`src/rtl/mc_pkg.sv`:
```
`default_nettype none
// ============================================================================
// Module      : mc_pkg
// Description : Shared types and encodings for the multicycle MIPS control
//               unit: FSM state codes, opcodes, funct codes and datapath
//               select encodings.
// Revision    : 1.0 - initial release
// ============================================================================
package mc_pkg;

  // Main FSM state codes; 15 is never entered
  typedef enum logic [3:0] {
    FETCH   = 4'd0,
    DECODE  = 4'd1,
    MEMADR  = 4'd2,
    MEMRD   = 4'd3,
    MEMWB   = 4'd4,
    MEMWR   = 4'd5,
    RTYPEEX = 4'd6,
    RTYPEWB = 4'd7,
    BEQEX   = 4'd8,
    ADDIEX  = 4'd9,
    ADDIWB  = 4'd10,
    JEX     = 4'd11,
    ORIEX   = 4'd12,
    ORIWB   = 4'd13,
    BNEEX   = 4'd14
  } statetype;

  // Opcodes (instr[31:26])
  localparam logic [5:0] OP_RTYPE = 6'b000000;
  localparam logic [5:0] OP_LW    = 6'b100011;
  localparam logic [5:0] OP_SW    = 6'b101011;
  localparam logic [5:0] OP_BEQ   = 6'b000100;
  localparam logic [5:0] OP_BNE   = 6'b000101;
  localparam logic [5:0] OP_ADDI  = 6'b001000;
  localparam logic [5:0] OP_J     = 6'b000010;
  localparam logic [5:0] OP_ORI   = 6'b001101;

  // R-type function codes (instr[5:0])
  localparam logic [5:0] FUNCT_ADD = 6'b100000;
  localparam logic [5:0] FUNCT_SUB = 6'b100010;
  localparam logic [5:0] FUNCT_AND = 6'b100100;
  localparam logic [5:0] FUNCT_OR  = 6'b100101;
  localparam logic [5:0] FUNCT_SLT = 6'b101010;

  // ALU B operand select
  localparam logic [2:0] ALUSRCB_B       = 3'b000;
  localparam logic [2:0] ALUSRCB_FOUR    = 3'b001;
  localparam logic [2:0] ALUSRCB_SIMM    = 3'b010;
  localparam logic [2:0] ALUSRCB_SIMM_SH = 3'b011;
  localparam logic [2:0] ALUSRCB_ZIMM    = 3'b100;

  // Next-PC source select
  localparam logic [1:0] PCSRC_ALU    = 2'b00;
  localparam logic [1:0] PCSRC_ALUOUT = 2'b01;
  localparam logic [1:0] PCSRC_JUMP   = 2'b10;

  // ALU operation class handed from FSM to ALU decoder
  localparam logic [1:0] ALUOP_ADD   = 2'b00;
  localparam logic [1:0] ALUOP_SUB   = 2'b01;
  localparam logic [1:0] ALUOP_FUNCT = 2'b10;
  localparam logic [1:0] ALUOP_OR    = 2'b11;

  // ALU control codes
  localparam logic [2:0] ALU_AND = 3'b000;
  localparam logic [2:0] ALU_OR  = 3'b001;
  localparam logic [2:0] ALU_ADD = 3'b010;
  localparam logic [2:0] ALU_SUB = 3'b110;
  localparam logic [2:0] ALU_SLT = 3'b111;

endpackage : mc_pkg
`default_nettype wire

```
`src/rtl/mc_aludec.sv`:
```
`default_nettype none
// ============================================================================
// Module      : mc_aludec
// Description : ALU decoder. Maps the FSM's aluop class, and for R-type the
//               funct field, onto the 3-bit ALU control code.
// Revision    : 1.0 - initial release
// ============================================================================
module mc_aludec
  import mc_pkg::*;
(
  input  logic [1:0] aluop,
  input  logic [5:0] funct,
  output logic [2:0] alucontrol
);

  // Decode ALU operation; unknown funct falls back to add
  always_comb begin
    alucontrol = ALU_ADD;
    case (aluop)
      ALUOP_ADD: alucontrol = ALU_ADD;
      ALUOP_SUB: alucontrol = ALU_SUB;
      ALUOP_OR:  alucontrol = ALU_OR;
      default: begin
        case (funct)
          FUNCT_ADD: alucontrol = ALU_ADD;
          FUNCT_SUB: alucontrol = ALU_SUB;
          FUNCT_AND: alucontrol = ALU_AND;
          FUNCT_OR:  alucontrol = ALU_OR;
          FUNCT_SLT: alucontrol = ALU_SLT;
          default:   alucontrol = ALU_ADD;
        endcase
      end
    endcase
  end

endmodule : mc_aludec
`default_nettype wire

```
`src/rtl/mc_controller.sv`:
```
`default_nettype none
// ============================================================================
// Module      : mc_controller
// Description : Control unit of the multicycle MIPS core. Moore main FSM that
//               sequences the shared datapath, plus the ALU decoder.
//               Optional feature macro: MC_BNE_EN (adds the bne instruction).
// Revision    : 1.0 - initial release
// ============================================================================
module mc_controller
  import mc_pkg::*;
#(
  parameter int STATE_W = 4
) (
  input  logic               clk,
  input  logic               reset,
  input  logic [5:0]         op,
  input  logic [5:0]         funct,
  input  logic               zero,
  output logic               pcen,
  output logic               memwrite,
  output logic               irwrite,
  output logic               regwrite,
  output logic               iord,
  output logic               regdst,
  output logic               memtoreg,
  output logic               alusrca,
  output logic [2:0]         alusrcb,
  output logic [1:0]         pcsrc,
  output logic [2:0]         alucontrol,
  output logic [STATE_W-1:0] state
);

  statetype   state_q;
  statetype   state_d;
  logic       pcwrite;
  logic       branch;
  logic [1:0] aluop;
  logic       memwrite_raw;
  logic       irwrite_raw;
  logic       regwrite_raw;
`ifdef MC_BNE_EN
  logic       bne;
`endif

  // State register; reset parks the machine in FETCH immediately
  always_ff @(posedge clk or negedge reset) begin
    if (!reset) begin
      state_q <= FETCH;
    end else begin
      state_q <= state_d;
    end
  end

  // Next-state and Moore output decode
  always_comb begin
    state_d      = FETCH;
    pcwrite      = 1'b0;
    branch       = 1'b0;
    aluop        = ALUOP_ADD;
    memwrite_raw = 1'b0;
    irwrite_raw  = 1'b0;
    regwrite_raw = 1'b0;
    iord         = 1'b0;
    regdst       = 1'b0;
    memtoreg     = 1'b0;
    alusrca      = 1'b0;
    alusrcb      = ALUSRCB_B;
    pcsrc        = PCSRC_ALU;
`ifdef MC_BNE_EN
    bne          = 1'b0;
`endif
    case (state_q)
      FETCH: begin
        irwrite_raw = 1'b1;
        pcwrite     = 1'b1;
        alusrcb     = ALUSRCB_FOUR;
        state_d     = DECODE;
      end
      DECODE: begin
        alusrcb = ALUSRCB_SIMM_SH;
        case (op)
          OP_LW, OP_SW: state_d = MEMADR;
          OP_RTYPE:     state_d = RTYPEEX;
          OP_BEQ:       state_d = BEQEX;
          OP_ADDI:      state_d = ADDIEX;
          OP_J:         state_d = JEX;
          OP_ORI:       state_d = ORIEX;
`ifdef MC_BNE_EN
          OP_BNE:       state_d = BNEEX;
`endif
          // Unsupported opcodes are dropped without side effects
          default:      state_d = FETCH;
        endcase
      end
      MEMADR: begin
        alusrca = 1'b1;
        alusrcb = ALUSRCB_SIMM;
        // IR still holds the instruction, so op tells lw from sw here
        state_d = (op == OP_SW) ? MEMWR : MEMRD;
      end
      MEMRD: begin
        iord    = 1'b1;
        state_d = MEMWB;
      end
      MEMWB: begin
        regwrite_raw = 1'b1;
        memtoreg     = 1'b1;
      end
      MEMWR: begin
        iord         = 1'b1;
        memwrite_raw = 1'b1;
      end
      RTYPEEX: begin
        alusrca = 1'b1;
        aluop   = ALUOP_FUNCT;
        state_d = RTYPEWB;
      end
      RTYPEWB: begin
        regdst       = 1'b1;
        regwrite_raw = 1'b1;
      end
      BEQEX: begin
        alusrca = 1'b1;
        branch  = 1'b1;
        aluop   = ALUOP_SUB;
        pcsrc   = PCSRC_ALUOUT;
      end
      ADDIEX: begin
        alusrca = 1'b1;
        alusrcb = ALUSRCB_SIMM;
        state_d = ADDIWB;
      end
      ADDIWB: regwrite_raw = 1'b1;
      JEX: begin
        pcwrite = 1'b1;
        pcsrc   = PCSRC_JUMP;
      end
      ORIEX: begin
        alusrca = 1'b1;
        alusrcb = ALUSRCB_ZIMM;
        aluop   = ALUOP_OR;
        state_d = ORIWB;
      end
      ORIWB: regwrite_raw = 1'b1;
`ifdef MC_BNE_EN
      BNEEX: begin
        alusrca = 1'b1;
        aluop   = ALUOP_SUB;
        pcsrc   = PCSRC_ALUOUT;
        bne     = 1'b1;
      end
`endif
      default: state_d = FETCH;
    endcase
  end

  // Write strobes are suppressed while reset is held so nothing commits
  always_comb begin
`ifdef MC_BNE_EN
    pcen   = reset & (pcwrite | (branch & zero) | (bne & ~zero));
`else
    pcen   = reset & (pcwrite | (branch & zero));
`endif
    memwrite = reset & memwrite_raw;
    irwrite  = reset & irwrite_raw;
    regwrite = reset & regwrite_raw;
  end

  assign state = STATE_W'(state_q);

  mc_aludec u_aludec (
    .aluop      (aluop),
    .funct      (funct),
    .alucontrol (alucontrol)
  );

endmodule : mc_controller
`default_nettype wire

```
`config.mk`:
```
export PLATFORM = sky130hd
export DESIGN_NAME = mc_controller
export DESIGN_NICKNAME = d
export VERILOG_FILES = /design/src/rtl/mc_pkg.sv /design/src/rtl/mc_aludec.sv /design/src/rtl/mc_controller.sv
export SDC_FILE = /design/constraint.sdc
export NUM_CORES = 1
export LEC_CHECK = 0
export ABC_AREA = 1
export CORE_MARGIN = 8
export CORE_UTILIZATION = 41
export CTS_CLUSTER_SIZE = 8
export DETAILED_ROUTE_END_ITERATION = 8
export PLACE_DENSITY = 0.85
export SYNTH_ARGS = -nofsm -noshare
export SYNTH_HDL_FRONTEND = slang
export SYNTH_HIERARCHICAL = 1
export SYNTH_SLANG_ARGS = --single-unit
```
`constraint.sdc`:
```
create_clock -name clk -period 4.4 [get_ports clk]
set_input_delay 1.1 -clock clk [delete_from_list [all_inputs] [get_ports clk]]
set_output_delay 1.1 -clock clk [all_outputs]
set_load 0.02 [all_outputs]
```
Yosys cells after proc, flatten, opt, wreduce, memory -nomap -nowiden --
Index checks and enable logic that the tools add are counted. W data, S select, Z words.
Storage, ports and cells: register bits after elaboration 4, output and inout bits 20, word-level logic and storage cells 58
Operators by class: equal/unequal tests 25, mux-type cells 17, bitwise gates (word level) 6, reduce and logical (&&, ||, !) cells 9
Operators by type and width (count):
- $eq A6 B6 Y1 const B | 6
- $pmux W4 S7 | 1
- $eq A4 B4 Y1 const B | 6
- $pmux W3 S4 | 2
- $pmux W4 S6 | 1
- $eq A4 B3 Y1 const B | 4
- $eq A6 B4 Y1 const B | 2
- $mux W1 | 9
- $pmux W3 S3 | 1
- $eq A4 B2 Y1 const B | 2
- $reduce_or A2 Y1 | 4
- $eq A6 B2 Y1 const B | 1
- $eq A6 B3 Y1 const B | 1
- $logic_not A6 Y1 | 1
- $pmux W2 S3 | 1
- $and A1 B1 Y1 | 5
- $reduce_or A5 Y1 | 1
- $eq A4 B1 Y1 const B | 1
- $logic_not A4 Y1 | 1
- $pmux W2 S2 | 1
- $reduce_or A4 Y1 | 1
- $mux W3 | 1
- $eq A2 B1 Y1 const B | 1
- $eq A2 B2 Y1 const B | 1
- other kinds (2) | 2

Logic depth before layout (Yosys ltp) --
Gate-level depths: netlist (run 1).
word-level depth 5, depth in mapped cells 9

Cells and area by module --
Netlist (run 1), hierarchy kept.
Modules (own cells, without submodules):
- mc_controller | instances 1, cells each 94, area an instance 495.5 um^2, sequential area each 100.1 um^2
- mc_aludec | instances 1, cells each 30, area an instance 136.4 um^2, sequential area each 0.0 um^2

Worst setup path before layout (run 1) --
Ideal clock, no wire load.
kind input to output, start in reset, end out irwrite, arrival time 1.658 ns, slack 1.642 ns, cell stages on the path 2, path buffers 0, path through inv_1 -> nor3_1
On the way: longest elaborated chain between the ends 1
Ends and longest elaborated chain:
- start, declared | line mc_controller.sv:15 | input logic reset,
- $and A1 B1 Y1 | line mc_controller.sv:165 | irwrite = reset & irwrite_raw;
- end, declared | line mc_controller.sv:21 | output logic irwrite,
Every way passes these cells.

Worst setup path in the final report (run 1) --
start in funct[0], end out alucontrol[0]
On the way: longest elaborated chain between the ends 3, elaborated cells on any way between the ends 6, classes of those cells eq/ne: 4; mux: 2
Ends and longest elaborated chain:
- start, declared | line mc_controller.sv:17 | input logic [5:0] funct,
- $eq A6 B6 Y1 | line mc_aludec.sv:24 | case (funct)
- $pmux W3 S4 (*) | line mc_aludec.sv:24
- $pmux W3 S3 (*) | line mc_aludec.sv:19 | case (aluop)
- end, declared | line mc_controller.sv:29 | output logic [2:0] alucontrol,
Every way passes the cells marked *; elsewhere a longest branch is shown, timed or not.

==> results of run 1 <==
[worst max-delay path by stage]
stage	cells past startpoint	to	startpoint
5_1_grt	4	irwrite	reset
3_5_place_dp	8	alucontrol[0]	funct[1]
2_1_floorplan	2	irwrite	reset
4_1_cts	8	alucontrol[0]	funct[1]
6_report	8	alucontrol[0]	funct[0]
3_3_place_gp	4	irwrite	reset
[cells by family (layout without fill, tap and decap cells)]
kind of cell           count (synthesis)  count (layout)  synth area share
AO/OA/AOI/OAI                         12              12             0.103
buffers and inverters                 24              61             0.143
AND/OR/NAND/NOR                       84              84             0.596
flip-flops                             4               4             0.158
[tightest hold or removal path, stage by stage (launching register included)]
cell and delay (ns):
dfrtp_1 0.42, inv_1 0.12, a21oi_1 0.07, nand2_1 0.05
[placed cells by master (no fill, tap or decap)]
cell type and count:
a31oi_1 2, nor3_1 3, nor2_1 25, nor2_2 5, o211ai_1 1, nor2_4 2
a21oi_1 4, inv_2 6, o21ai_0 3, nand2_1 30, nand4_1 1, o21ai_1 2
dfrtp_1 4, clkdlybuf4s50_1 34, clkbuf_4 3, nand3_1 14, nand2_2 4, inv_1 18
[stage by stage]
stage	worst slack (ns)	power (W)	area [sq um]	utilization	hold slack, ns
after floorplan	1.64	0.000273	632	-	0.723
after global placement	0.702	0.000428	992	0.674	0.679
after detailed placement	0.675	0.000436	992	0.674	0.668
after CTS	0.669	0.000480	1010	0.690	0.676
after global routing	0.501	0.000514	1010	0.690	0.740
final	0.681	0.000479	1010	0.690	0.687
[power by group]
group | internal [W] | total [W] | switching (W)
clock | 0.0000303 | 0.0000425 | 0.0000122
sequential | 0.0000507 | 0.0000760 | 0.0000253
combinational | 0.000147 | 0.000360 | 0.000213
total | 0.000228 | 0.000479 | 0.000250
[area by class of cell]
class / instances / area share
Tap cell: 16 / 0.0197
Timing Repair Buffer: 34 / 0.335
Inverter: 24 / 0.0888
Multi-Input combinational cell: 96 / 0.435
Sequential cell: 4 / 0.0986
Clock buffer: 3 / 0.0222
[layer usage]
metal,up-vias,GRT usage,wire (um)
li1,464,-,-
met1,396,0.147,888
met2,26,0.242,1070
met3,2,0.0160,89
met4,0,0.0423,16
met5,-,0,0
==> summary.md, run 1 <==
| Metric | Value |
|---|---|
| Fin nets | `178` |
| Clock Tree Root | `clkbuf_4` |
| Slew HR | `0.766` |
| Yosys cell types | `16` |
| Most frequent cells after synthesis | `30 x nand2_1, 25 x nor2_1, 18 x inv_1, 14 x nand3_1, 6 x inv_2` |
| WL final | `roughly 2.1 mm` |
| Final ANT Viol Nets | `0` |
| Slew @ Worst Pin | `0.349 ns` |
| Reg area | `between 100 and 150 sq um` |
| #FFs+latches synth | `4` |
| CP max stage delay | `0.60 ns` |
| Post-synth EDFFs | `0` |
| Fmax | `roughly 270 MHz` |
| Worst IR Drop VDD | `0.355 mV` |
| Cells on worst reg2reg path | `5` |
| Cell family with most CP delay | `buffers and inverters` |
| Drt first-iter violations | `17` |
| Via density | `roughly 5` |
| FF-to-FF Start | `state[1]$_DFF_PN0_` |
| I/O pin cnt | `35` |
| Core area | `0.00147 sq mm` |
| Synth area leaders | `nand2_1 18%, dfrtp_1 16%, nor2_1 15%` |
| Placed insts | `~170` |
| Overflow after GRT | `0` |
| Die Wd | `55.3 um` |
| Crit end category | `output port` |
| Hold Fails Final Rpt | `0` |
| Most used flip-flop cell after synthesis | `dfrtp_1` |
| Worst-Skew Late Latency | `roughly 0.23 ns` |
| Clk slew on worst S/H paths | `around 0.040 ns` |
| Post-route insts no fill | `between 150 and 200` |
| # hold bufs at CTS | `0` |
| Syn_area_per_cell | `5.10 sq um` |
| Status | `complete, no violations` |
| Buffers on Ports | `34` |
| Die Height | `between 50 and 60 um` |
| Hold Path Depth | `3` |
| First-pass GRT wire length | `3.52 mm` |
| Crit Path Max Fanout | `4` |
| Share of the synthesized area in the top cell type | `0.178` |
| Critical path buffers and inverters | `3` |
| Sequential-to-total area share from yosys stat | `0.158` |
| Critical Path Slowest Stage Cell | `clkdlybuf4s50_1` |
| Setup bufs post-CTS | `0` |
| Max Root-Sink Buffers | `2` |
| Leak Pwr | `just over 0.5 nW` |
| Row cnt | `14` |
| Tcrit/Tclk final | `0.845` |
| Max reg flops | `4` |
| N_diodes | `0` |
| Remaining DRCs | `0` |
| Pins Over Slew Limit | `0` |
| Clock sinks | `4` |
| Fin Setup TNS | `0 ns` |
| Hold EP | `state[0]$_DFF_PN0_` |
| Initial core utilization | `0.429` |
| Initial DRT Pass Iterations | `4` |
| Cell repeated most along the worst path | `nand2_1` |
| CP Launch Type | `primary input` |
| Vias in the first global route | `824` |
| CP Data Required Time | `around 3.3 ns` |
| Worst hold path class | `reg -> reg` |
| RSZ-0062 raised after global routing | `no` |
| Asr flop ratio synth | `1.00` |
| Period minus WS final | `~3.7 ns` |
| H-tree Lvls | `1` |
| Final setup fails | `0` |
| Total CTS buffers | `3` |
| RePlAce Congestion | `between 0.8 and 0.9` |
| Max-Cap Viols | `0` |
| R2r setup slk | `approximately 3.1 ns` |
| Post-Syn Area | `between 600 and 700 sq um` |
| Initial antenna violation count | `0` |
| Largest net degree at the start of global routing | `9` |
| Hold path start | `state[0]$_DFF_PN0_` |
| Via count | `about 890` |
| GRT Util Overall | `0.130` |
| PostCTS Resize Cnt | `0` |
| Area Overhead vs Synth | `60.6%` |
| Die Area | `between 0.003 and 0.004 sq mm` |
| PD cells | `approximately 470 mW/mm^2` |
| Data arrival time of the worst path | `between 2 and 3 ns` |
| Share of layout cells above drive strength 1 | `0.124` |
| Area leader, netlist | `nand2_1` |
| Crit Path Class | `in -> out` |
| Reg2Reg Capture Point | `state[3]$_DFF_PN0_` |
| CP Cell Sequence | `clkdlybuf4s50_1 -> inv_1 -> nor2_2 -> nand3_1 -> nand2_1 -> nand2_1 -> nand2_1 -> clkdlybuf4s50_1` |
| CTS tree | `yes` |
| Worst Skew | `approximately 0.0018 ns` |
| Yosys synthesis warning count | `6` |
| Most frequent cell after synthesis | `nand2_1` |
| Cells after Synth | `124` |
| Avg WL per Cell | `~12 um` |
| Hpwl dp | `1.81 mm` |
| Multi-input logic area | `442 sq um` |
| Fill count | `~140` |
| Syn Nets | `roughly 140` |
(Power assumes the default switching activity.)
==> inputs of run 2 (changes only) <==
--- a/config.mk
+++ b/config.mk
@@ -7,10 +7,10 @@
 export LEC_CHECK = 0
 export ABC_AREA = 1
 export CORE_MARGIN = 8
-export CORE_UTILIZATION = 41
+export CORE_UTILIZATION = 38
 export CTS_CLUSTER_SIZE = 8
 export DETAILED_ROUTE_END_ITERATION = 8
-export PLACE_DENSITY = 0.85
+export PLACE_DENSITY = 0.79
 export SYNTH_ARGS = -nofsm -noshare
 export SYNTH_HDL_FRONTEND = slang
 export SYNTH_HIERARCHICAL = 1
==> constraint.sdc (replaced) <==
create_clock -name clk -period 3.8 [get_ports clk]
set_input_delay 0.95 -clock clk [delete_from_list [all_inputs] [get_ports clk]]
set_output_delay 0.95 -clock clk [all_outputs]
set_load 0.02 [all_outputs]
==> run 2 against run 1 <==
Effect of this change:
- first-iteration DRC count up 12%
- cell count unchanged
- largest power group unchanged
- final area is the same
- routed wire length decreased by 2.6%
- combinational power grew 14%
- utilization shrank 3.1 points
- critical endpoint is now irwrite
- via count is 4.1% lower
- total power rose by 15%
- sequential cell count did not move
- register-to-register slack got worse by 0.57 ns
- sequential power rose by 16%
==> summary.md, run 2 (same netlist as run 1, synthesis figures left out) <==
| Metric | Value |
|---|---|
| Status | `complete, no violations (unchanged)` |
| Fill count | `139 (was 141)` |
| Worst-Skew Late Latency | `0.22 ns (was 0.23 ns)` |
| Clock Tree Root | `clkbuf_4 (unchanged)` |
| Fin nets | `178 (unchanged)` |
| # hold bufs at CTS | `0 (unchanged)` |
| Setup slack after layout | `0.356 ns (was 0.681 ns)` |
| Slew @ Worst Pin | `0.338 ns (was 0.349 ns)` |
| Max reg flops | `4 (unchanged)` |
| Via count | `852 (was 888)` |
| Via density | `4.81 (was 5.02)` |
| Fmax | `around 290 MHz` |
| Hold Fails Final Rpt | `0 (unchanged)` |
| Overflow after GRT | `0 (unchanged)` |
| Largest net degree at the start of global routing | `9 (unchanged)` |
| Data arrival time of the worst path | `2.49 ns (was 2.62 ns)` |
| Fin Setup TNS | `0 ns (unchanged)` |
| Pins Over Slew Limit | `0 (unchanged)` |
| Commonest non-fill, non-tap cell in the layout | `clkdlybuf4s50_1 (unchanged)` |
| Buffers on Ports | `34 (unchanged)` |
| Remaining DRCs | `0 (unchanged)` |
| Worst IR Drop VDD | `0.533 mV (was 0.355 mV)` |
| Final ANT Viol Nets | `0 (unchanged)` |
| GRT Util Overall | `0.121 (was 0.130)` |
| Die Area | `0.00322 sq mm (was 0.00305 sq mm)` |
| Tcrit/Tclk final | `0.906` |
| Core area | `0.00154 sq mm (was 0.00147 sq mm)` |
| Slew HR | `0.774 (was 0.766)` |
| Setup bufs post-CTS | `0 (unchanged)` |
| Clock sinks | `4 (unchanged)` |
| PostCTS Resize Cnt | `0 (unchanged)` |
| RePlAce Congestion | `0.875 (was 0.859)` |
| Area post-placement | `992 sq um (unchanged)` |
| Hpwl dp | `1.77 mm (was 1.81 mm)` |
| Clk slew on worst S/H paths | `0.04 ns (about the same)` |
| Period minus WS final | `around 3.4 ns` |
| RSZ-0062 raised after global routing | `no (unchanged)` |
| Crit end category | `output port (unchanged)` |
| Area Overhead vs Synth | `60.6% (unchanged)` |
| Avg WL per Cell | `11.4 um (was 11.7 um)` |
| Reg area | `100 sq um (unchanged)` |
| Vias in the first global route | `829 (was 824)` |
| WL final | `2.02 mm (was 2.07 mm)` |
| Die Wd | `56.8 um (was 55.3 um)` |
| Share of layout cells above drive strength 1 | `0.124 (unchanged)` |
| Initial core utilization | `0.410 (was 0.429)` |
| CTS tree | `yes (unchanged)` |
| Design area | `0.00101 sq mm (unchanged)` |
| Final setup fails | `0 (unchanged)` |
| H-tree Lvls | `1 (unchanged)` |
| CP Launch Type | `primary input (unchanged)` |
| Max Root-Sink Buffers | `2 (unchanged)` |
| Worst hold path class | `reg -> reg (unchanged)` |
| First-pass GRT wire length | `3.42 mm (was 3.52 mm)` |
| Multi-input logic area | `442 sq um (unchanged)` |
| Most frequent cells in the layout | `34 x clkdlybuf4s50_1, 30 x nand2_1, 25 x nor2_1 (unchanged)` |
| Cells on worst reg2reg path | `5 (unchanged)` |
| Max-Cap Viols | `0 (unchanged)` |
| N_diodes | `0 (unchanged)` |
| CP Data Required Time | `2.85 ns (was 3.30 ns)` |
| Crit Path Class | `in -> out (unchanged)` |
| Initial DRT Pass Iterations | `4 (unchanged)` |
| Worst Skew | `0.00117 ns (was 0.00182 ns)` |
| PD cells | `541 mW/mm^2 (was 472 mW/mm^2)` |
| I/O pin cnt | `35 (unchanged)` |
| Row cnt | `14 (unchanged)` |
| Hold Path Depth | `3 (unchanged)` |
| DP Worst Slack | `0.349 ns (was 0.675 ns)` |
| Crit Path Max Fanout | `5 (was 4)` |
| Die Height | `56.8 um (was 55.3 um)` |
| Leak Pwr | `0.504 nW (unchanged)` |
| Total CTS buffers | `3 (unchanged)` |
| Drt first-iter violations | `19 (was 17)` |
| Initial antenna violation count | `0 (unchanged)` |
run 2: cell counts in the layout (fill, tap and decap cells not counted):
Identical to the previous run, type by type.
run 2: cell type report:
type                    instances  share of cell area
multi-input cells              96               0.435
repair buffers                 34               0.335
flip-flops and latches          4              0.0986
inverters                      24              0.0888
clock buffers                   3              0.0222
well taps                      16              0.0197
run 2: stage by stage:
| stage | total power [W] | std cells | hold WS [ns] | utilization |
|---|---|---|---|---|
| after floorplan | 0.000316 | 124 | 0.654 | - |
| after global placement | 0.000498 | 174 | 0.680 | 0.644 |
| after detailed placement | 0.000502 | 174 | 0.680 | 0.644 |
| after CTS | 0.000553 | 177 | 0.689 | 0.658 |
| after global routing | 0.000588 | 177 | 0.752 | 0.658 |
| final | 0.000549 | 177 | 0.698 | 0.658 |
run 2: path summary, 6_finish.rpt:
path                                     from            endpoint  slack (ns)
max                                     reset             irwrite        0.36
min                        state[0]$_DFF_PN0_  state[0]$_DFF_PN0_        0.70
max reg2reg                state[1]$_DFF_PN0_  state[3]$_DFF_PN0_        2.57
min reg2reg                state[0]$_DFF_PN0_  state[0]$_DFF_PN0_        0.70
max in group asynchronous               reset  state[1]$_DFF_PN0_        2.68
min in group asynchronous               reset  state[3]$_DFF_PN0_        0.94
run 2: where the power goes:
part	total, W	internal, W	leakage (nW)	switching [W]
clock network	0.0000498	0.0000352	0.0138	0.0000146
logic	0.000412	0.000170	0.437	0.000241
registers	0.0000881	0.0000586	0.0529	0.0000295
total	0.000549	0.000264	0.504	0.000285
run 2: critical path, stage by stage:
cell	delay (ns)
clkdlybuf4s50_1	0.57
inv_1	0.13
nor3_1	0.21
clkdlybuf4s50_1	0.63
run 2: routing by layer:
metal  share of wire  track usage
met2            0.52        0.234
met5               0            0
met3           0.061       0.0225
met1            0.41        0.133
met4          0.0069       0.0201
